### config.mk
export PLATFORM = sky130hd
export DESIGN_NAME = predict_result_fifo
export DESIGN_NICKNAME = d
export VERILOG_FILES = /design/src/rtl/predict_result_fifo.sv
export SDC_FILE = /design/constraint.sdc
export NUM_CORES = 1
export LEC_CHECK = 0
export CAP_MARGIN = 20
export CORE_ASPECT_RATIO = 0.8
export CORE_MARGIN = 2
export CORE_UTILIZATION = 55
export DETAILED_ROUTE_END_ITERATION = 7
export PLACE_DENSITY = 0.8
export SETUP_SLACK_MARGIN = 0.3
export SLEW_MARGIN = 15
export SYNTH_ARGS = -nofsm -noshare
export SYNTH_HDL_FRONTEND = slang
export SYNTH_SLANG_ARGS = --single-unit
### constraint.sdc
create_clock -name clk -period 4.9 [get_ports clk]
set_clock_uncertainty 0.15 [all_clocks]
set_input_delay 1.47 -clock clk [delete_from_list [all_inputs] [get_ports clk]]
set_output_delay 1.47 -clock clk [all_outputs]
set_load 0.005 [all_outputs]
### src/rtl/predict_result_fifo.sv
`default_nettype none
// ============================================================================
// Module   : predict_result_fifo
// Captures classifier results on predict_ok rising edges, rejects illegal
// class indices and buffers legal ones in a show-ahead FIFO with sticky
// overflow/bad-class flags. Optional per-class histogram: PREDICT_HIST_EN.
// Revision : 1.0 - initial release
// ============================================================================
module predict_result_fifo #(
    parameter int DEPTH        = 8,
    parameter int dataWidthBCD = 4,
    parameter int NUM_CLASSES  = 10
) (
    input  logic                      clk,
    input  logic                      rst,
    input  logic [dataWidthBCD-1:0]   predict,
    input  logic                      predict_ok,
    output logic                      rd_valid,
    output logic [dataWidthBCD-1:0]   rd_data,
    input  logic                      rd_ready,
    output logic [$clog2(DEPTH):0]    count,
    output logic                      overflow,
    output logic                      bad_class,
    input  logic                      clear_flags
`ifdef PREDICT_HIST_EN
    ,
    input  logic [dataWidthBCD-1:0]   hist_sel,
    output logic [15:0]               hist_count
`endif
);

    localparam int AW = $clog2(DEPTH);
    localparam int CW = AW + 1;

    logic [AW-1:0]           wr_ptr_q, wr_ptr_d;
    logic [AW-1:0]           rd_ptr_q, rd_ptr_d;
    logic [CW-1:0]           count_q, count_d;
    logic                    ok_prev_q;
    logic                    overflow_q, overflow_d;
    logic                    bad_class_q, bad_class_d;
    logic [dataWidthBCD-1:0] mem_q [DEPTH];

    logic cap, legal, full, pop, push;

    always_comb begin
        cap   = predict_ok & ~ok_prev_q;
        legal = 32'(predict) < 32'(NUM_CLASSES);
        full  = (count_q == CW'(DEPTH));
        pop   = rd_valid & rd_ready;
        // When full, a same-cycle pop frees the slot the push lands in.
        push  = cap & legal & (~full | pop);

        wr_ptr_d = push ? wr_ptr_q + AW'(1) : wr_ptr_q;
        rd_ptr_d = pop  ? rd_ptr_q + AW'(1) : rd_ptr_q;

        count_d = count_q;
        case ({push, pop})
            2'b10:   count_d = count_q + CW'(1);
            2'b01:   count_d = count_q - CW'(1);
            default: count_d = count_q;
        endcase

        // A flag event in the same cycle as clear_flags wins.
        overflow_d = clear_flags ? 1'b0 : overflow_q;
        if (cap && legal && full && !pop) begin
            overflow_d = 1'b1;
        end
        bad_class_d = clear_flags ? 1'b0 : bad_class_q;
        if (cap && !legal) begin
            bad_class_d = 1'b1;
        end
    end

    always_ff @(posedge clk or negedge rst) begin
        if (!rst) begin
            wr_ptr_q    <= '0;
            rd_ptr_q    <= '0;
            count_q     <= '0;
            ok_prev_q   <= 1'b0;
            overflow_q  <= 1'b0;
            bad_class_q <= 1'b0;
        end else begin
            wr_ptr_q    <= wr_ptr_d;
            rd_ptr_q    <= rd_ptr_d;
            count_q     <= count_d;
            ok_prev_q   <= predict_ok;
            overflow_q  <= overflow_d;
            bad_class_q <= bad_class_d;
        end
    end

    always_ff @(posedge clk) begin
        if (push) begin
            mem_q[wr_ptr_q] <= predict;
        end
    end

    assign rd_valid  = (count_q != '0);
    assign rd_data   = rd_valid ? mem_q[rd_ptr_q] : '0;
    assign count     = count_q;
    assign overflow  = overflow_q;
    assign bad_class = bad_class_q;

`ifdef PREDICT_HIST_EN
    logic [15:0] hist_q [NUM_CLASSES];
    logic [15:0] hist_d [NUM_CLASSES];
    logic [15:0] hist_base;

    // Dropped results are still counted; counters saturate.
    always_comb begin
        hist_base = '0;
        for (int i = 0; i < NUM_CLASSES; i++) begin
            hist_base = clear_flags ? 16'd0 : hist_q[i];
            hist_d[i] = hist_base;
            if (cap && legal && (32'(predict) == 32'(i)) && (hist_base != 16'hFFFF)) begin
                hist_d[i] = hist_base + 16'd1;
            end
        end
    end

    always_ff @(posedge clk or negedge rst) begin
        if (!rst) begin
            for (int i = 0; i < NUM_CLASSES; i++) begin
                hist_q[i] <= '0;
            end
        end else begin
            for (int i = 0; i < NUM_CLASSES; i++) begin
                hist_q[i] <= hist_d[i];
            end
        end
    end

    always_comb begin
        hist_count = '0;
        for (int i = 0; i < NUM_CLASSES; i++) begin
            if (32'(hist_sel) == 32'(i)) begin
                hist_count = hist_q[i];
            end
        end
    end
`endif

endmodule
`default_nettype wire

==> impl_metrics.tcl <==
set metrics [dict create \
    run_status "complete, no violations" \
    viasPerCell 5.68 \
    r2r_slack_ns 1.99 \
    layoutNonFillerInstCount 189 \
    grt_overflow_total 0 \
    r2r-start "count[1]" \
    hold_class "reg2reg" \
    min_path_cells 1 \
    routedWlPerCell_um 18.1 \
    async_reset_ff_frac 0.289 \
    pre_cts_ws_ns 0.752 \
    clock_sinks 45 \
    final_cell_mix "32 x edfxtp_1, 19 x clkdlybuf4s50_1, 13 x nor2_1, 13 x dfrtp_1, 8 x mux4_2" \
    synthDominantCellAreaShare 0.490 \
    fin_nets 160 \
    fillers 251 \
    synth.avg_cell_area_um2 15.9 \
    clockBufferDepth 2 \
    core_area_um2 3420 \
    critPathSlowestCell "dfrtp_1" \
    cp-start-kind "register" \
    die_h_um 57.4 \
    p_per_area_nw_per_um2 516 \
    num_vias 1073 \
    grt.busiest_layer "met1" \
    finalPower_mw 1.17 \
    grt_pass1_vias 1119 \
    worstSetupPathType "reg2out" \
    grt_max_degree 15 \
    timing.hold.worst_endpoint "bad_class" \
    critPathLaunch "rd_ptr_q[0]" \
    antenna_found_initial 0 \
    die_area_um2 4060 \
    use_met1 0.277 \
    port_buffers 19 \
    die_w_um 70.7 \
    cts_made_buffers 5 \
    rows 19 \
    diodes 0 \
    rsz0062_at_grt "no" \
    synth_edf_count 32 \
    cp_num_buf_inv 1 \
    place.gp.congestion 0.789 \
    hold_violations 0 \
    worstPathRequired_ns 3.28 \
    ir_drop_mv 0.312 \
    synth_seq_cells 45 \
    cts_resized 0 \
    clockRootBuffer "clkbuf_8" \
    drtIter0Drc 91 \
    r2r-end "count[2]" \
    synth_nets 137 \
    whs_ns 0.333 \
    grt_use_met2 0.268 \
    cp.arrival_ns 2.28 \
    hold_start "ok_prev_q" \
    cpLargestDelayFamily "flip-flops" \
    syn_area_um2 1960 \
    layout_min_cycle_time_ns 3.90 \
    ys_types 31 \
    ctsHtreeMaxLevel 2 \
    holdBufCountCts 0 \
    layout_setup_ws_ns 0.995 \
    cpPeakStageDelay_ns 0.75 \
    clk_pin_slew_worst_paths_ns 0.08 \
    grtUsageMet3 0.0760 \
    final_common_cell "edfxtp_1" \
    period_share 0.797 \
    post-route-drc-count 0 \
    crit_path_end_kind "output pin" \
    synth_ff_type "edfxtp_1" \
    synthTopCellsByArea "edfxtp_1 49%, dfrtp_1 17%, mux4_2 9.2%, ha_1 3.2%, nor2_1 2.5%" \
    slew_viol_final 0 \
    fmax_ghz 0.256 \
    maxCapViolCount 0 \
    synthCells 123 \
    hpwl_um 2440 \
    syn2layout_area_growth_pct 16.2 \
    leakage_nw 0.822 \
    finalSetupViolations 0 \
    synth_area_leader_cell "edfxtp_1" \
    cts_tree "built" \
    r2r_cells 12 \
    path_cells "mux4_2 > mux2i_1 > nor2_1 > clkdlybuf4s50_1" \
    tns_ns 0 \
    grt_first_pass_wirelength_um 5600 \
    cp_max_fo 10 \
    cts_setup_buffers 0 \
    ant_nets 0 \
    dr.pass1.iters 4 \
    ios 20 \
    yosysSeqAreaShare 0.656 \
    grtUsageTotal 0.193 \
    slew_headroom 0.573 \
    final_layout_size_suffix_gt1_frac 0.163 \
    start_util 0.572 \
    routed_wl_um 3420 \
    yosysWarningCount 0 \
    placed_cells 181 \
    worst_slew_pin_slew_ns 0.635 \
    clock_latency_ns 0.30 \
]
==> metal layers <==
metal  routed length (um)  part of all wire
met1                 1520              0.45
met2                 1650              0.48
met3                  187             0.055
met4                   51             0.015
met5                    0                 0
==> how the worst max path moves through the flow <==
stage,slack (ns),end,cells after the start
floorplan,1.64,count[2],9
global placement,0.88,count[2],10
detailed placement,0.75,count[2],10
CTS,0.96,rd_data[0],4
global route,0.80,count[2],10
finish,1.0,rd_data[0],4
==> kinds of logic (layout without fill, tap and decap cells) <==
family          after synthesis  count (layout)  share of synthesized area
mux                          15              15                      0.132
xor+xnor                      8               8                     0.0358
compound gates                8               8                     0.0396
simple gates                 32              32                     0.0849
buf+inv                      10              34                     0.0198
flops                        45              45                      0.656
fa+ha+maj                     5               5                     0.0319
==> final cells by class <==
type / instances / area (um2) / area share
clock buffer: 5 / 68.8 / 0.0302
clock inverter: 3 / 17.5 / 0.00770
inverter: 7 / 26.3 / 0.0115
multi-input combinational: 68 / 634 / 0.279
sequential: 45 / 1290 / 0.565
tap: 42 / 52.6 / 0.0231
timing repair buffer: 19 / 190 / 0.0836
==> state kept, by name (all words and copies together), names as in the netlist <==
| register | flops |
|---|---|
| bad_class | 1 |
| count | 4 |
| mem_q | 32 |
| ok_prev_q | 1 |
| overflow | 1 |
| rd_ptr_q | 3 |
| wr_ptr_q | 3 |
==> per-stage QoR <==
| step | util | cell area (um2) |
|---|---|---|
| after floorplan | - | 1960 |
| after global placement | 0.640 | 2190 |
| after detailed placement | 0.640 | 2190 |
| after CTS | 0.665 | 2280 |
| after global routing | 0.665 | 2280 |
| final | 0.665 | 2280 |
==> worst reg2reg max path: cells and delay by family (launching register included) <==
kind                     cells  cell delay [ns]
AO/OA/AOI/OAI                1             0.16
XOR/XNOR                     3             0.50
adder cells (fa/ha/maj)      2             0.47
buffers and inverters        2             0.19
flip-flops                   1             0.46
AND/OR/NAND/NOR              4             0.86
==> Yosys cell counts, drive strengths merged (2+ instances only) <==
| cell | instances |
|---|---|
| clkbuf | 2 |
| nor3 | 2 |
| mux2 | 3 |
| xor2 | 4 |
| nor2 | 14 |
| mux2i | 4 |
| xnor2 | 4 |
| mux4 | 8 |
| nand2 | 5 |
| dfrtp | 13 |
| a21oi | 2 |
| ha | 5 |
| inv | 7 |
| edfxtp | 32 |
| nand2b | 4 |
==> power breakdown <==
part	switching [mW]	internal [mW]	total [mW]
clock network	0.120	0.0985	0.219
logic	0.142	0.246	0.388
registers	0.103	0.464	0.567
Power figures use the tool's default switching activity.
